**src/rtl/mux_scan_pkg.sv**
```systemverilog
// Shared types and constants for the 8:1 MUX scan sequencer.
package mux_scan_pkg;
    typedef enum logic {IDLE = 1'b0, SCAN = 1'b1} state_t;

    localparam int SEL_W = 3;
    localparam int NUM_CH = 8;
    localparam logic [SEL_W-1:0] LAST_SEL = 3'd7;
endpackage

```
**src/rtl/mux_scan_if.sv**
```systemverilog
// Bundle between the scan sequencer (slave) and its requester plus MUX stage (master).
interface mux_scan_if #(parameter int CNT_W = 4);
    import mux_scan_pkg::*;

    // start is a request level sampled only while idle (no queuing); done is a one-cycle
    // completion strobe, and data/valid hold their value until the next completion.
    logic              start;
    logic              mux_y;
    logic [SEL_W-1:0]  mux_s;
    logic              busy;
    logic              done;
    logic [NUM_CH-1:0] data;
    logic              valid;
    state_t            state;
    logic [CNT_W-1:0]  settle_cnt;

    modport master (
        output start, mux_y,
        input  mux_s, busy, done, data, valid, state, settle_cnt
    );

    modport slave (
        input  start, mux_y,
        output mux_s, busy, done, data, valid, state, settle_cnt
    );
endinterface

```
**src/rtl/mux_scan_sequencer_settle.sv**
```systemverilog
// Loadable down-counter timing the settle interval after each select change.
module mux_settle_timer #(
    parameter int CNT_W = 4
) (
    input  logic             clk,
    input  logic             rst,
    input  logic             load,
    input  logic [CNT_W-1:0] load_val,
    input  logic             dec,
    output logic [CNT_W-1:0] value,
    output logic             zero
);
    always_ff @(posedge clk or posedge rst) begin
        if (rst) begin
            value <= '0;
        end else if (load) begin
            value <= load_val;
        end else if (dec && (value != '0)) begin
            value <= value - CNT_W'(1);
        end
    end

    assign zero = (value == '0);
endmodule

```
**src/rtl/mux_scan_sequencer.sv**
```systemverilog
// Steps the MUX select through all 8 codes and assembles the sampled word in input-bit order.
// Define MUX_SCAN_CONTINUOUS_EN to rescan forever after the first accepted start.
module mux_scan_sequencer
    import mux_scan_pkg::*;
#(
    parameter int SETTLE_CYCLES = 1,
    parameter int CNT_W         = 4
) (
    input  logic      clk,
    input  logic      rst,
    mux_scan_if.slave bus
);
    if (SETTLE_CYCLES < 1 || SETTLE_CYCLES > 15) begin : g_bad_settle
        $error("SETTLE_CYCLES must be within 1..15");
    end
    if ((SETTLE_CYCLES - 1) >= (1 << CNT_W)) begin : g_bad_cnt_w
        $error("CNT_W too narrow for SETTLE_CYCLES");
    end

    localparam logic [CNT_W-1:0] RELOAD = CNT_W'(SETTLE_CYCLES - 1);

    state_t            state;
    logic [SEL_W-1:0]  sel;
    logic [NUM_CH-1:0] shift_q;
    logic [NUM_CH-1:0] shift_next;
    logic [NUM_CH-1:0] data_q;
    logic              busy_q;
    logic              done_q;
    logic              valid_q;
    logic              t_load;
    logic              t_dec;
    logic              t_zero;
    logic [CNT_W-1:0]  t_value;

    mux_settle_timer #(.CNT_W(CNT_W)) u_timer (
        .clk      (clk),
        .rst      (rst),
        .load     (t_load),
        .load_val (RELOAD),
        .dec      (t_dec),
        .value    (t_value),
        .zero     (t_zero)
    );

    // Select k routes MUX input 7-k, so the sample lands in bit 7-k to undo the reversal.
    always_comb begin
        shift_next = shift_q;
        shift_next[LAST_SEL - sel] = bus.mux_y;
    end

    always_comb begin
        t_load = 1'b0;
        t_dec  = 1'b0;
        case (state)
            IDLE: t_load = bus.start;
            SCAN: begin
                t_dec = !t_zero;
`ifdef MUX_SCAN_CONTINUOUS_EN
                t_load = t_zero;
`else
                t_load = t_zero && (sel != LAST_SEL);
`endif
            end
            default: t_load = 1'b0;
        endcase
    end

    always_ff @(posedge clk or posedge rst) begin
        if (rst) begin
            state   <= IDLE;
            sel     <= '0;
            shift_q <= '0;
            data_q  <= '0;
            busy_q  <= 1'b0;
            done_q  <= 1'b0;
            valid_q <= 1'b0;
        end else begin
            done_q <= 1'b0;
            case (state)
                IDLE: begin
                    if (bus.start) begin
                        state  <= SCAN;
                        sel    <= '0;
                        busy_q <= 1'b1;
                    end
                end
                SCAN: begin
                    if (t_zero) begin
                        shift_q <= shift_next;
                        if (sel != LAST_SEL) begin
                            sel <= sel + 1'b1;
                        end else begin
                            data_q  <= shift_next;
                            valid_q <= 1'b1;
                            done_q  <= 1'b1;
                            sel     <= '0;
`ifdef MUX_SCAN_CONTINUOUS_EN
                            state   <= SCAN;
`else
                            state   <= IDLE;
                            busy_q  <= 1'b0;
`endif
                        end
                    end
                end
                default: state <= IDLE;
            endcase
        end
    end

    assign bus.mux_s      = sel;
    assign bus.busy       = busy_q;
    assign bus.done       = done_q;
    assign bus.data       = data_q;
    assign bus.valid      = valid_q;
    assign bus.state      = state;
    assign bus.settle_cnt = t_value;
endmodule

```
**src/flat_wrapper.sv**
```systemverilog
// flat-port wrapper written by rule: the top's interface ports become plain ports
module mux_scan_sequencer_flat import mux_scan_pkg::*;
#(
    parameter int SETTLE_CYCLES = 1,
    parameter int CNT_W         = 4
)
  (clk, rst, bus_start, bus_mux_y, bus_mux_s, bus_busy, bus_done, bus_data, bus_valid, bus_state, bus_settle_cnt);
  mux_scan_if #(.CNT_W(CNT_W)) bus_i ();
  input  logic clk;
  input  logic rst;
  input wire logic [$bits(bus_i.start)-1:0] bus_start;
  input wire logic [$bits(bus_i.mux_y)-1:0] bus_mux_y;
  output wire logic [$bits(bus_i.mux_s)-1:0] bus_mux_s;
  output wire logic [$bits(bus_i.busy)-1:0] bus_busy;
  output wire logic [$bits(bus_i.done)-1:0] bus_done;
  output wire logic [$bits(bus_i.data)-1:0] bus_data;
  output wire logic [$bits(bus_i.valid)-1:0] bus_valid;
  output wire logic [$bits(bus_i.state)-1:0] bus_state;
  output wire logic [$bits(bus_i.settle_cnt)-1:0] bus_settle_cnt;
  assign bus_i.start = bus_start;
  assign bus_i.mux_y = bus_mux_y;
  assign bus_mux_s = bus_i.mux_s;
  assign bus_busy = bus_i.busy;
  assign bus_done = bus_i.done;
  assign bus_data = bus_i.data;
  assign bus_valid = bus_i.valid;
  assign bus_state = bus_i.state;
  assign bus_settle_cnt = bus_i.settle_cnt;
  mux_scan_sequencer #(.SETTLE_CYCLES(SETTLE_CYCLES), .CNT_W(CNT_W)) u_core (.clk(clk), .rst(rst), .bus(bus_i));
endmodule
```
**config.mk**
```make
export PLATFORM = sky130hd
export DESIGN_NAME = mux_scan_sequencer_flat
export DESIGN_NICKNAME = d
export VERILOG_FILES = /design/src/rtl/mux_scan_pkg.sv /design/src/rtl/mux_scan_if.sv /design/src/rtl/mux_scan_sequencer_settle.sv /design/src/rtl/mux_scan_sequencer.sv /design/src/flat_wrapper.sv
export SDC_FILE = /design/constraint.sdc
export NUM_CORES = 1
export LEC_CHECK = 0
export CORE_ASPECT_RATIO = 1.4
export CORE_MARGIN = 1
export CORE_UTILIZATION = 45
export CTS_CLUSTER_SIZE = 14
export DETAILED_ROUTE_END_ITERATION = 12
export PLACE_DENSITY = 0.72
export SETUP_SLACK_MARGIN = 0.05
export SYNTH_ARGS = -nofsm -noshare
export SYNTH_HDL_FRONTEND = slang
export SYNTH_SLANG_ARGS = --single-unit
export TNS_END_PERCENT = 20
```
**constraint.sdc**
```tcl
create_clock -name clk -period 1.54 [get_ports clk]
set_input_delay 0.231 -clock clk [delete_from_list [all_inputs] [get_ports clk]]
set_output_delay 0.231 -clock clk [all_outputs]
set_load 0.1 [all_outputs]
```
==> qor.yml <==
status:
  status: "complete, but fails checks"
  violations: "negative setup slack"
synth:
  ys_types: 29
  yosys.cell_count.top_type: "dfrtp_1"
  synth_xor_area_frac: 0
  synth_top_flop_cell: "dfrtp_1"
  synth-edff-count: 0
  yosys.area.top_type: "dfrtp_1"
  synth_top_cell_area_share: 0.511
  synth_adder_area_share: 0.0473
  ys_async_sr_fraction: 1.00
  synth_top_family_by_area: "multiplexers"
  avgSynthCellArea_um2: 11.7
  yosys-top-cells-count: "dfrtp_1, a21oi_1, inv_1, mux2i_1, nor2_1"
  synth_compound_area_frac: 0.0795
  ys_seq_area_frac: 0.511
  synthMuxAreaShare: 0.164
  yosys_warnings: 0
  synth_area_leaders: "dfrtp_1, mux2i_1, ha_1, mux2_4, mux2_2"
  yosys.area_share.simple: 0.132
  synth.ff_latch_count: 27
  synthCells: 113
  synth_area_um2: 1320
  synth_fp_nets: 122
global_routing:
  antenna_found_initial: 0
  grt_pass1_vias: 1086
  grt_max_degree: 28
  grt_overflow_total: 0
  grt_usage: 0.211
  grt_first_pass_wirelength_mm: 4.71
timing:
  rsz0062_at_grt: "true"
  slew-limit-headroom: 0.776
  setup_violations: 12
  max_freq_ghz: 0.596
  period_share: 1.09
  skew_ps: 7.45
  setup_ws_ps: -138
  hold_slack_ps: 270
  hold_viol: 0
  slew_viol_final: 0
  finalCriticalPeriod_ps: 1680
  worst_pin_slew_ps: 336
final_layout:
  insertedDiodeCount: 0
  area_growth_pct: 50.7
  final_cell_count_no_fill: 188
  drive_above_1_share: 0.474
  fill_cells: 204
  stdcell_area_um2: 1990
  nNetsFinal: 162
place:
  numPortBuffers: 22
  place_area_um2: 1870
  place_inst: 179
  gp_congestion: 0.784
  hpwl_mm: 2.12
  dp_slack_ps: -110
worst_setup_path:
  required_ps: 1750
  crit_arrival_ps: 1890
  worstSetupPathType: "reg2reg"
  cp-end-kind: "register"
  crit_slowest_cell: "dfrtp_4"
  cp_max_fo: 7
  worst_path_largest_cell_delay_ps: 510
  path_buf_inv: 1
  crit_chain: "inv_4 -> ha_4 -> and4bb_2 -> and3_4 -> mux2_4"
  critPathTopFamily: "simple AND/OR/NAND/NOR gates"
  setup.worst_path.start_class: "register"
die:
  rows: 22
  core_area_um2: 2700
  start_util: 0.490
  die_area_um2: 3160
  die_x_um: 47.8
  die_h_um: 66.1
  ios: 23
route:
  drtPass1Iterations: 4
  drt_drc_violations_left: 0
  drt-total-wl_mm: 2.94
  drt_iter0_markers: 12
  drt-wirelength-per-cell_um: 15.6
  antenna_left: 0
  via_count: 988
  via_per_inst: 5.26
clock_network:
  cts_buffers: 3
  h-tree-depth: 1
  cts.sinks: 27
  cts_buffer_depth: 2
  path_clk_slew_ps: 140
  clock_tree.root_cell: "clkbuf_4"
  cts_tree: "done"
  insertion_delay_ps: 320
run:
  maxCapViolCount: 0
hold_path:
  hold_path_class: "in2async"
final timing paths:
check                                               startpoint                                   to  slack, ps  depth (start not counted)
min in group clk                 u_core.shift_q[7]$_DFFE_PP0P_       u_core.bus.data[7]$_DFFE_PP0P_        520                          1
hold / removal                                             rst       u_core.bus.data[0]$_DFFE_PP0P_        270                          3
max in group asynchronous                                  rst  u_core.u_timer.value[1]$_DFFE_PP0P_        990                          3
hold reg to reg                  u_core.shift_q[7]$_DFFE_PP0P_       u_core.bus.data[7]$_DFFE_PP0P_        520                          1
setup reg to reg           u_core.u_timer.value[1]$_DFFE_PP0P_       u_core.bus.data[4]$_DFFE_PP0P_       -140                          5
setup / recovery           u_core.u_timer.value[1]$_DFFE_PP0P_       u_core.bus.data[4]$_DFFE_PP0P_       -140                          5
sequential cells by signal, indices dropped and copies added (netlist names):
| register | count |
|---|---|
| u_core.bus.busy | 1 |
| u_core.u_timer.value | 4 |
| u_core.shift_q | 8 |
| u_core.bus.state | 1 |
| u_core.bus.done | 1 |
| u_core.bus.valid | 1 |
| u_core.bus.mux_s | 3 |
| u_core.bus.data | 8 |
cell families after synthesis:
kind of cell	count (synthesis)
and+or+nand+nor	28
DFF	27
muxes	19
AOI/OAI and AO/OA	17
buffers and inverters	17
adders and majority gates	5
tightest hold or removal path: stages:
cell and delay (ps):
clkdlybuf4s50_1 400, inv_1 60, buf_4 320
stage by stage:
stage	setup TNS (ps)	util
after CTS	-1250	0.711
after floorplan	-4070	-
after global placement	-851	0.695
after global routing	-2230	0.738
final	-1250	0.738
after detailed placement	-1280	0.695
what timing repair did:
item,in CTS,in global routing
pin swaps,1,3
hold endpoints to repair,0,0
endpoints found under the setup margin,20,20
hold buffers,0,0
setup buffers,1,4
resized for setup,3,11
area by class of cell:
class,instances,area [um2],area share
Multi-Input combinational cell,69,608,0.305
Clock buffer,4,26.3,0.0132
Tap cell,36,45.0,0.0226
Inverter,10,42.5,0.0214
Timing Repair Buffer,42,576,0.289
Sequential cell,27,693,0.348
routing by layer:
metal | routed length, um | vias to the layer above | share of wire | global-route usage
met3 | 88 | 6 | 0.030 | 0.0191
li1 | - | 466 | - | -
met5 | 0 | - | 0 | 0
met4 | 65 | 0 | 0.022 | 0.0799
met1 | 1070 | 490 | 0.36 | 0.230
met2 | 1710 | 26 | 0.58 | 0.392
layout by cell type, fill, tap and decap left out, types with 3 or more instances in the layout:
master           count
ha_1                 4
dfrtp_1             19
dfrtp_2              5
buf_4               16
a21oi_1              9
inv_1                8
nand3b_1             3
buf_12              19
mux2_2               4
clkbuf_4             3
nor2_1               4
nand3_1              3
buf_6                4
clkdlybuf4s50_1      3
nand2_1              3
mux2_4               5
dfrtp_4              3
mux2i_1              9
Power is left out: the tool's default activity adds up to more than one toggle a clock period on the data nets, which glitch-free logic cannot reach.
